## src/rtl/vga_timing_ctrl.sv

```systemverilog
// VGA timing controller: turns raw H/V counter values into sync pulses,
// display enable, pixel coordinates and a line-advance strobe, with a
// start/stop FSM that only arms or halts video on frame boundaries.
module vga_timing_ctrl #(
  parameter int   H_ACTIVE  = 640,
  parameter int   H_FP      = 16,
  parameter int   H_SYNC    = 96,
  parameter int   H_BP      = 48,
  parameter int   V_ACTIVE  = 480,
  parameter int   V_FP      = 10,
  parameter int   V_SYNC    = 2,
  parameter int   V_BP      = 32,
  parameter logic HSYNC_POL = 1'b0,
  parameter logic VSYNC_POL = 1'b0
) (
  input  logic        clk,
  input  logic        rst,
  input  logic        en,
  input  logic [15:0] H_Count_Value,
  input  logic [15:0] V_Count_Value,
  input  logic        start,
  input  logic        stop,
  output logic        enable_V_counter,
  output logic        hsync,
  output logic        vsync,
  output logic        video_on,
  output logic [9:0]  pixel_x,
  output logic [9:0]  pixel_y,
  output logic        frame_start,
  output logic        stopped,
  output logic        busy,
  output logic        count_err
);

  localparam int H_TOTAL = H_ACTIVE + H_FP + H_SYNC + H_BP;
  localparam int V_TOTAL = V_ACTIVE + V_FP + V_SYNC + V_BP;

  localparam logic [15:0] H_LAST       = 16'(H_TOTAL - 1);
  localparam logic [15:0] V_LAST       = 16'(V_TOTAL - 1);
  localparam logic [15:0] H_TOTAL_W    = 16'(H_TOTAL);
  localparam logic [15:0] V_TOTAL_W    = 16'(V_TOTAL);
  localparam logic [15:0] H_ACTIVE_W   = 16'(H_ACTIVE);
  localparam logic [15:0] V_ACTIVE_W   = 16'(V_ACTIVE);
  localparam logic [15:0] H_SYNC_FIRST = 16'(H_ACTIVE + H_FP);
  localparam logic [15:0] H_SYNC_LAST  = 16'(H_ACTIVE + H_FP + H_SYNC - 1);
  localparam logic [15:0] V_SYNC_FIRST = 16'(V_ACTIVE + V_FP);
  localparam logic [15:0] V_SYNC_LAST  = 16'(V_ACTIVE + V_FP + V_SYNC - 1);

  typedef enum logic [1:0] {
    IDLE  = 2'd0,
    ARMED = 2'd1,
    RUN   = 2'd2,
    DRAIN = 2'd3
  } state_t;

  state_t r_state;
  state_t w_stateNext;

  logic w_frameOrigin;
  logic w_frameEnd;
  logic w_outOfRange;
  logic w_decodeActive;
  logic w_frameStart;
  logic w_drainDone;
  logic w_hsyncActive;
  logic w_vsyncActive;
  logic w_visible;

  // The vertical counter does its own en gating, so this strobe is a pure decode.
  assign enable_V_counter = (H_Count_Value == H_LAST);

  assign w_frameOrigin = (H_Count_Value == 16'd0) && (V_Count_Value == 16'd0);
  assign w_frameEnd    = (H_Count_Value == H_LAST) && (V_Count_Value == V_LAST);
  assign w_outOfRange  = (H_Count_Value >= H_TOTAL_W) || (V_Count_Value >= V_TOTAL_W);

  assign w_hsyncActive = (H_Count_Value >= H_SYNC_FIRST) && (H_Count_Value <= H_SYNC_LAST);
  assign w_vsyncActive = (V_Count_Value >= V_SYNC_FIRST) && (V_Count_Value <= V_SYNC_LAST);
  assign w_visible     = (H_Count_Value < H_ACTIVE_W) && (V_Count_Value < V_ACTIVE_W);

  // Decoding keys off the state being entered, so the very first pixel of a
  // frame (the ARMED->RUN edge) is already displayed alongside frame_start.
  assign w_decodeActive = (w_stateNext == RUN) || (w_stateNext == DRAIN);

  assign busy = (r_state != IDLE);

  // Next-state logic; stop always beats start, and start is ignored once running.
  always_comb begin
    w_stateNext  = r_state;
    w_frameStart = 1'b0;
    w_drainDone  = 1'b0;
    case (r_state)
      IDLE: begin
        if (start && !stop) w_stateNext = ARMED;
      end
      ARMED: begin
        if (stop) begin
          w_stateNext = IDLE;
        end else if (w_frameOrigin) begin
          w_stateNext  = RUN;
          w_frameStart = 1'b1;
        end
      end
      RUN: begin
        if (stop) w_stateNext = DRAIN;
        else if (w_frameOrigin) w_frameStart = 1'b1;
      end
      DRAIN: begin
        if (w_frameEnd) begin
          w_stateNext = IDLE;
          w_drainDone = 1'b1;
        end
      end
      default: w_stateNext = IDLE;
    endcase
  end

  // State register; only pixel ticks advance the sequence.
  always_ff @(posedge clk) begin
    if (rst) r_state <= IDLE;
    else if (en) r_state <= w_stateNext;
  end

  // Registered decode outputs; pulses clear on any non-tick cycle, everything else holds.
  always_ff @(posedge clk) begin
    if (rst) begin
      hsync       <= ~HSYNC_POL;
      vsync       <= ~VSYNC_POL;
      video_on    <= 1'b0;
      pixel_x     <= 10'd0;
      pixel_y     <= 10'd0;
      frame_start <= 1'b0;
      stopped     <= 1'b0;
      count_err   <= 1'b0;
    end else begin
      frame_start <= en && w_frameStart;
      stopped     <= en && w_drainDone;
      if (en) begin
        count_err <= count_err || w_outOfRange;
        if (w_decodeActive && !w_outOfRange) begin
          hsync    <= w_hsyncActive ? HSYNC_POL : ~HSYNC_POL;
          vsync    <= w_vsyncActive ? VSYNC_POL : ~VSYNC_POL;
          video_on <= w_visible;
          pixel_x  <= w_visible ? H_Count_Value[9:0] : 10'd0;
          pixel_y  <= w_visible ? V_Count_Value[9:0] : 10'd0;
        end else begin
          hsync    <= ~HSYNC_POL;
          vsync    <= ~VSYNC_POL;
          video_on <= 1'b0;
          pixel_x  <= 10'd0;
          pixel_y  <= 10'd0;
        end
      end
    end
  end

endmodule

```

## config.mk

```make
export PLATFORM = sky130hd
export DESIGN_NAME = vga_timing_ctrl
export DESIGN_NICKNAME = d
export VERILOG_FILES = /design/src/rtl/vga_timing_ctrl.sv
export SDC_FILE = /design/constraint.sdc
export NUM_CORES = 1
export LEC_CHECK = 0
export BUFFER_PORTS_ARGS = -buffer_cell sky130_fd_sc_hd__buf_2
export CORE_MARGIN = 3
export CORE_UTILIZATION = 45
export CTS_CLUSTER_DIAMETER = 200
export DETAILED_ROUTE_END_ITERATION = 10
export PLACE_DENSITY = 0.81
export SETUP_SLACK_MARGIN = 0.2
export SLEW_MARGIN = 20
export SYNTH_ARGS = -nofsm -noshare
export SYNTH_HDL_FRONTEND = slang
export SYNTH_SLANG_ARGS = --single-unit
```

## constraint.sdc

```tcl
create_clock -name clk -period 3.2 [get_ports clk]
set_clock_uncertainty 0.05 [all_clocks]
set_input_delay 0.64 -clock clk [delete_from_list [all_inputs] [get_ports clk]]
set_output_delay 0.64 -clock clk [all_outputs]
set_load 0.02 [all_outputs]
```

==> results.json, run 1 <==
{
  "fin_crit_sh_pct": 84.72,
  "drt_iter0_drc": 50,
  "cts_buffers": 3,
  "grt_overflow_total": 0,
  "clock-sinks": 28,
  "ys_seq_area_share_pct": 42.99,
  "grt_first_pass_wirelength_um": 5264,
  "start_util_pct": 49.90,
  "placementRows": 18,
  "area_growth_pct": 31.96,
  "ioPinCount": 65,
  "insertion_delay_ns": 0.33,
  "cts_tree": "built",
  "placed_cell_area_um2": 1647,
  "hold_class": "flip-flop to flip-flop",
  "hold_viol_final": 0,
  "wl_per_cell_um": 14.90,
  "leakagePower_uw": 0.0008179,
  "grt_antenna_before_repair": 0,
  "syn_area_um2": 1304,
  "min_period_ns": 2.711,
  "final_layout_size_suffix_gt1_share_pct": 40.82,
  "ys_seq_elements": 28,
  "final_net_count": 239,
  "grt_pass1_vias": 1232,
  "end_kind": "flip-flop",
  "diodes": 0,
  "dp_hpwl_um": 2629,
  "routed_wl_um": 3367,
  "clk_pin_slew_ns": 0.14,
  "netlist_instances": 130,
  "cts_hold_buf": 0,
  "status": "finished, final reports clean",
  "htreeDepth": 1,
  "cp.arrival_ns": 2.94,
  "setup_viol": 0,
  "core_area_um2": 2613,
  "rsz0062_at_grt": "false",
  "clk_path_buf_depth": 2,
  "clock-root-buffer": "clkbuf_4",
  "max-cap-violations": 0,
  "irDropWorstVdd_mv": 0.3891,
  "drc": 0,
  "routabilityCongestion": 0.8175,
  "synth.distinct_cells": 33,
  "slew_headroom_pct": 60.26,
  "port-buffer-count": 64,
  "crit_path_start_kind": "primary input",
  "crit_required_ns": 3.43,
  "worst_slew_pin_slew_ns": 0.5917,
  "finalSetupTns_ns": 0,
  "vias": 1294,
  "path_max_fanout": 10,
  "die_width_um": 59.83,
  "max_freq_ghz": 0.3689,
  "syn_nets": 172,
  "yosysWarnings": 0,
  "vias_per_cell": 5.726,
  "powerDensity_nw_per_um2": 389.8,
  "grt_max_degree": 22,
  "ant_nets": 0,
  "die_area_um2": 3579,
  "drt_pre_antenna_iters": 4,
  "chipHeight_um": 59.83,
  "design_area_um2": 1720,
  "path_class": "primary input to flip-flop",
  "avgSynthCellArea_um2": 10.03,
  "drv_slew": 0,
  "grt_usage_pct": 18.83
}
per-stage QoR:
stage	hold WS, ns	setup slack (ns)	util, %	total power (µW)	instances
finish	0.4250	0.4890	65.85	670.7	226
global route	0.4589	0.3820	65.85	697.5	226
CTS	0.4358	0.2273	65.04	669.4	225
detailed placement	0.3986	-0.1111	63.03	443.7	221
global placement	0.3840	-0.04005	63.03	441.7	221
floorplan	0.4731	0.4768	-	402.1	130
state kept, by name (all words and copies together), names as in the netlist:
name / count
hsync: 1
r_state: 2
frame_start: 1
count_err: 1
pixel_y: 10
stopped: 1
vsync: 1
video_on: 1
pixel_x: 10
cell usage in the layout, fill, tap and decap left out, types with 2 or more instances in the layout:
cell type / instances
a21o_1: 4
a21oi_1: 3
a22o_1: 19
and3_1: 2
buf_2: 64
buf_4: 3
clkbuf_4: 3
dfxtp_1: 28
ha_1: 5
inv_1: 3
nand2_1: 7
nand4_1: 4
nor2_1: 8
nor2b_1: 4
nor3_1: 5
nor4_1: 8
nor4_4: 4
o21ai_0: 2
or3_1: 2
or4_1: 3
worst max-delay path, cell delays in order:
cell	delay, ns
buf_2	0.11
or4_1	0.54
or3_4	0.37
nor4_4	0.31
a21oi_2	0.16
nor4_4	0.59
a22o_1	0.22
layer usage:
| metal | GRT usage, % | up-vias | part of all wire, % |
|---|---|---|---|
| met3 | 5.184 | 0 | 8.4 |
| li1 | - | 636 | - |
| met2 | 33.18 | 55 | 49 |
| met1 | 22.88 | 603 | 43 |
| met5 | 0 | - | 0 |
| met4 | 3.481 | 0 | 0 |
Yosys cell counts:
cell type,number,area share (%)
or3_1,2,0.96
nand3_1,1,0.38
nor4bb_1,1,0.77
a31o_2,1,0.67
or3_4,1,0.86
nand2b_1,1,0.48
o21a_1,1,0.58
a21o_2,1,0.67
buf_6,2,1.7
a21oi_2,1,0.67
inv_1,3,0.86
and2_1,1,0.48
nand2_1,7,2.0
and4b_1,1,0.77
o31ai_1,1,0.58
nor2b_1,4,1.9
ha_1,5,4.8
a21o_1,4,2.3
clkbuf_1,4,1.2
dfxtp_1,28,43
a21oi_1,3,1.2
o21ba_2,1,0.77
and3_1,2,0.96
a22o_1,19,13
o21ai_0,2,0.77
o41a_1,1,0.86
nor4_4,3,4.9
nor2_1,8,2.3
or4_1,3,1.7
nor4_1,8,3.8
a31oi_1,1,0.48
nand4_1,4,1.9
nor3_1,5,1.9
where the power goes:
| part | internal, µW | switching, µW |
|---|---|---|
| combinational | 35.7 | 52.1 |
| sequential | 351 | 2.26 |
| clock | 127 | 103 |
| total | 514 | 157 |
logic make-up (layout without fill, tap and decap cells):
logic type / after synthesis / after routing / synth area share (%)
compound gates: 36 / 36 / 22.27
simple gates: 52 / 53 / 26.20
buf+inv: 9 / 74 / 3.742
flops: 28 / 28 / 42.99
fa+ha+maj: 5 / 5 / 4.798
final timing paths:
kind               startpoint         end  slack, ns  depth (start not counted)
max          V_Count_Value[5]  pixel_x[3]       0.49                          7
min                pixel_y[9]  pixel_y[9]       0.43                          1
max reg2reg        r_state[1]  pixel_x[3]       1.11                          6
min reg2reg        pixel_y[9]  pixel_y[9]       0.43                          1
cell type report:
type                       count  area [µm²]
sequential                    28       560.5
clock inverter                 1       30.03
multi-input combinational     94       715.7
tap                           30       37.54
inverter                       3       11.26
timing repair buffer          67       342.8
clock buffer                   3       22.52
fill                         229       892.1
timing repair:
action	CTS	global route
setup buffers	0	0
resized for setup	0	1
setup endpoints to repair	0	19
Note: power is estimated with default switching activity, not from simulation.
==> run 2, diff against run 1 <==
Clock period 3.2 ns to 2.6 ns, I/O delays scaled along.
==> run 2 against run 1 <==
  * Core utilization rose by 12 points
  * Register-to-register slack got worse by 0.75 ns
  * Flip-flop and latch count unchanged
  * Hold slack got worse by 0.050 ns
  * Global-route usage increased by 5.8 points
  * Combinational power rose by 81%
  * First-iteration DRC count grew 120%
  * Total power increased by 31%
  * Highest routed layer is now met4
==> results.json, run 2 (same netlist as run 1, synthesis figures left out) <==
{
  "setup_viol": 0,
  "crit_required_ns": 2.79,
  "worst_slew_pin_slew_ns": 0.8004,
  "crit_path_start_kind": "primary input",
  "final_net_count": 270,
  "dp_hpwl_um": 2970,
  "crit_buf_inv": 4,
  "instances_no_fill": 257,
  "placementRows": 18,
  "drv_slew": 0,
  "grt_max_degree": 22,
  "hold_viol_final": 0,
  "grt_usage_pct": 24.63,
  "holdPathStages": 2,
  "clock-sinks": 28,
  "hold_class": "primary input to flip-flop",
  "layout_common_cells": "61 x buf_2, 32 x buf_4, 28 x dfxtp_1",
  "clock-root-buffer": "clkbuf_4",
  "cp_top_family": "simple AND/OR/NAND/NOR gates",
  "place_worst_setup_slack_ns": -0.5528,
  "cp.arrival_ns": 2.78,
  "rsz0062_at_grt": "true",
  "port-buffer-count": 64,
  "fin_crit_sh_pct": 99.77,
  "path_max_fanout": 7,
  "slew_headroom_pct": 46.58,
  "routed_wl_um": 4654,
  "power_uw": 881.0,
  "post-route-util_pct": 77.73,
  "path_cells": "buf_6 > or4_4 > or3_4 > buf_6 > o41a_1 > nor4_4 > buf_4 > nor4_4 > buf_4 > a22o_1",
  "chipHeight_um": 59.83,
  "area_growth_pct": 55.76,
  "die_area_um2": 3579,
  "core_area_um2": 2613,
  "end_kind": "flip-flop",
  "grt_first_pass_wirelength_um": 6665,
  "vias": 1543,
  "max_freq_ghz": 0.3855,
  "dp.cells": 238,
  "grt_antenna_before_repair": 0,
  "placed_cell_area_um2": 1792,
  "status": "finished, final reports clean",
  "multi_input_area_um2": 778.2,
  "insertion_delay_ns": 0.33,
  "drc": 0,
  "cts_tree": "built",
  "htreeDepth": 1,
  "cp.depth": 10,
  "nFillCells": 161,
  "irDropWorstVdd_mv": 0.4736,
  "min_period_ns": 2.594,
  "clk_path_buf_depth": 2,
  "fin_ws_ns": 0.005994,
  "leakagePower_uw": 0.0009841,
  "grt_overflow_total": 0,
  "die_width_um": 59.83,
  "crit_slowest_cell": "or4_4",
  "ioPinCount": 65,
  "mostFrequentLayoutCell": "buf_2",
  "drt_pre_antenna_iters": 4,
  "grt_pass1_vias": 1463,
  "powerDensity_nw_per_um2": 433.8,
  "regArea_um2": 560.5,
  "slowest_delay_ns": 0.53,
  "start_util_pct": 49.90,
  "ant_nets": 0,
  "path_class": "primary input to flip-flop",
  "max-cap-violations": 0,
  "drt_iter0_drc": 111,
  "cts_buffers": 3,
  "design_area_um2": 2031,
  "routabilityCongestion": 0.8889,
  "diodes": 0,
  "final_layout_size_suffix_gt1_share_pct": 52.42,
  "vias_per_cell": 6.004,
  "clk_pin_slew_ns": 0.15,
  "top_regs": "pixel_x: 10 flops, pixel_y: 10 flops, r_state: 2 flops",
  "wl_per_cell_um": 18.11,
  "reg2regPathDepth": 8
}
-- run 2: cell types whose count changed in the layout (fill, tap and decap cells not counted), moves of 2 or more --
cell	change
buf_4	+29
buf_6	+4
buf_2	-3
nor2_1	-2
nor2_2	+2
or3_1	-2
or3_4	+2
or4_1	-2
or4_4	+2
-- run 2: repair_timing --
action,in CTS,in global routing
gates resized for setup,5,7
setup endpoints to repair,23,25
hold buffers,0,0
buffers inserted,9,4
gates cloned,2,0
pin swaps,7,9
-- run 2: worst paths after layout --
check / startpoint / endpoint / slack [ns]
max reg2reg: r_state[1] / pixel_x[6] / 0.36
max: V_Count_Value[5] / pixel_y[4] / 0.006
min reg2reg: pixel_y[9] / pixel_y[9] / 0.42
min: H_Count_Value[1] / pixel_x[1] / 0.37
-- run 2: cell type report --
type / instances / area share (%)
clock buffer: 3 / 1.109
clock inverter: 1 / 1.479
inverter: 3 / 0.5545
multi-input combinational: 95 / 38.32
sequential: 28 / 27.60
tap: 30 / 1.848
timing repair buffer: 97 / 29.08
-- run 2: layer usage --
| metal | routed length [µm] | global-route usage, % | vias up |
|---|---|---|---|
| met2 | 2171 | 38.89 | 104 |
| met4 | 192 | 13.92 | 0 |
| met3 | 494 | 5.184 | 23 |
| met1 | 1796 | 30.83 | 719 |
| met5 | 0 | 0 | - |
| li1 | - | - | 697 |
-- run 2: per-stage QoR --
stage          setup TNS (ns)  hold WS (ns)
6_report                    0        0.3748
5_1_grt              -0.03454        0.3816
4_1_cts                     0        0.3776
3_5_place_dp           -11.26        0.3868
3_3_place_gp           -10.08        0.3891
2_1_floorplan               0        0.4731
-- run 2: worst register-to-register path: stages, from the launching register on --
cell and delay [ns]:
dfxtp_1 0.39, inv_1 0.16, ha_1 0.17, nor2b_1 0.42, nor4_4 0.10, buf_4 0.17
buf_6 0.12, nor4_4 0.42, a22o_1 0.19
-- run 2: where the power goes --
part	internal [µW]	total, µW	switching [µW]
Combinational	73.3	159	85.8
Clock	156	287	131
Sequential	432	435	2.97
Total	662	881	219
==> run 3, diff against run 2 <==
Settings changed: MAX_ROUTING_LAYER set to met4.
Clock period 2.6 ns to 3.36 ns, I/O delays scaled along.
==> run 3 against run 2 <==
  * Final cell count shrank 12%
  * Flip-flop and latch count is the same
  * Clock-buffer cell count is the same
  * Final area shrank 16%
  * Worst setup slack gained 0.57 ns
  * Clock power shrank 22%
  * Critical path depth shrank 3
  * Die area is the same
  * Critical endpoint is now pixel_x[3]
  * Largest cell class unchanged
  * Highest routed layer unchanged
==> results.json, run 3 (same netlist as run 1, synthesis figures left out) <==
{
  "top_regs": "pixel_x: 10 flops, pixel_y: 10 flops, r_state: 2 flops",
  "core_area_um2": 2613,
  "port-buffer-count": 64,
  "drt_iter0_drc": 38,
  "status": "finished, final reports clean",
  "vias_per_cell": 5.569,
  "design_area_um2": 1713,
  "crit_required_ns": 3.59,
  "max_freq_ghz": 0.3595,
  "die_width_um": 59.83,
  "vias": 1253,
  "hold_ws_ns": 0.4155,
  "cts_setup_buffers": 0,
  "htreeDepth": 1,
  "routed_wl_um": 3468,
  "fin_crit_sh_pct": 82.78,
  "cts_hold_buf": 0,
  "hold_viol_final": 0,
  "switching_share_pct": 23.93,
  "crit_path_start_kind": "primary input",
  "diodes": 0,
  "setup_viol": 0,
  "drv_slew": 0,
  "path_cells": "buf_2 > or4_1 > or3_4 > nor4_4 > a21oi_2 > nor4_4 > a22o_1",
  "cp.arrival_ns": 3.01,
  "drc": 0,
  "chipHeight_um": 59.83,
  "place_worst_setup_slack_ns": -0.03384,
  "rsz0062_at_grt": "false",
  "end_kind": "flip-flop",
  "max-cap-violations": 0,
  "clk_path_buf_depth": 2,
  "placed_cell_area_um2": 1639,
  "drt_pre_antenna_iters": 4,
  "power_frac_comb_pct": 13.1,
  "die_area_um2": 3579,
  "clk_pin_slew_ns": 0.15,
  "leakagePower_uw": 0.0008124,
  "slew_headroom_pct": 59.72,
  "path_max_fanout": 10,
  "irDropWorstVdd_mv": 0.3053,
  "clkPwrFrac_pct": 34.6,
  "crit_slowest_cell": "nor4_4",
  "worst_slew_pin_slew_ns": 0.5998,
  "switchingPower_uw": 153.9,
  "placementRows": 18,
  "wirelength_met1_um": 1534,
  "ioPinCount": 65,
  "grt_max_degree": 22,
  "routabilityCongestion": 0.8406,
  "critPathMostFrequentCell": "nor4_4",
  "wl_met2_um": 1617,
  "fin_ws_ns": 0.5785,
  "grt_antenna_before_repair": 0,
  "mostFrequentLayoutCell": "buf_2",
  "slowest_delay_ns": 0.60,
  "wl_per_cell_um": 15.41,
  "layout_common_cells": "64 x buf_2, 28 x dfxtp_1, 19 x a22o_1",
  "ant_nets": 0,
  "top_layer": "met4",
  "final_layout_size_suffix_gt1_share_pct": 40.51,
  "path_class": "primary input to flip-flop",
  "clock-sinks": 28,
  "cts_tree": "built",
  "intPower_uw": 489.3,
  "cts_buffers": 3,
  "dr_wl_met3_um": 270,
  "insertion_delay_ns": 0.33,
  "min_period_ns": 2.782,
  "clock-root-buffer": "clkbuf_4",
  "grt_overflow_total": 0,
  "grt_usage_pct": 19.88,
  "dp_hpwl_um": 2579,
  "final_net_count": 238,
  "finalSetupTns_ns": 0,
  "grt_first_pass_wirelength_um": 5375,
  "hold_class": "flip-flop to flip-flop",
  "powerDensity_nw_per_um2": 375.5,
  "start_util_pct": 49.90,
  "grt_pass1_vias": 1149,
  "p_seq_share_pct": 52.3,
  "area_growth_pct": 31.38
}
==> run 3: final timing paths <==
check                           cells after the start              from          to  slack, ns
worst max-delay path                                7  V_Count_Value[5]  pixel_x[3]       0.58
worst min-delay path                                1          video_on    video_on       0.42
worst max register to register                      6        r_state[1]  pixel_x[3]       1.25
worst min register to register                      1          video_on    video_on       0.42
==> run 3: through the flow <==
step / std cells / utilization, % / total power, µW
2_1_floorplan: 130 / - / 382.9
3_3_place_gp: 220 / 62.74 / 420.6
3_5_place_dp: 220 / 62.74 / 422.3
4_1_cts: 224 / 64.75 / 639.9
5_1_grt: 225 / 65.57 / 667.5
6_report: 225 / 65.57 / 643.2
==> run 3: layout make-up <==
| class | count | area (µm²) |
|---|---|---|
| Fill cell | 220 | 899.6 |
| Multi-Input combinational cell | 94 | 715.7 |
| Sequential cell | 28 | 560.5 |
| Timing Repair Buffer | 66 | 335.3 |
| Tap cell | 30 | 37.54 |
| Clock inverter | 1 | 30.03 |
| Clock buffer | 3 | 22.52 |
| Inverter | 3 | 11.26 |
==> run 3: timing repair <==
item	in CTS	in global routing
setup endpoints to repair	0	17
resized for setup	0	1
endpoints found under the hold margin	0	0
==> run 3: per-layer routing <==
| layer | global-route usage [%] | up-vias |
|---|---|---|
| met5 | - | - |
| met4 | 7.595 | 0 |
| met3 | 4.968 | 6 |
| met2 | 31.48 | 54 |
| met1 | 24.18 | 560 |
| li1 | - | 633 |
==> run 3: worst max-delay path: cells and delay by family <==
family,cells,cell delay (ns)
buffers and inverters,1,0.11
AOI/OAI and AO/OA,2,0.39
and+or+nand+nor,4,1.84
==> run 3: power by group through the flow <==
| stage | Clock [µW] | Sequential (µW) | Combinational [µW] |
|---|---|---|---|
| 6_report | 223 | 337 | 84.1 |
| 5_1_grt | 238 | 337 | 92.0 |
| 4_1_cts | 224 | 337 | 79.3 |
| 3_5_place_dp | 0 | 344 | 78.5 |
| 3_3_place_gp | 0 | 344 | 77.0 |
| 2_1_floorplan | 0 | 344 | 38.5 |
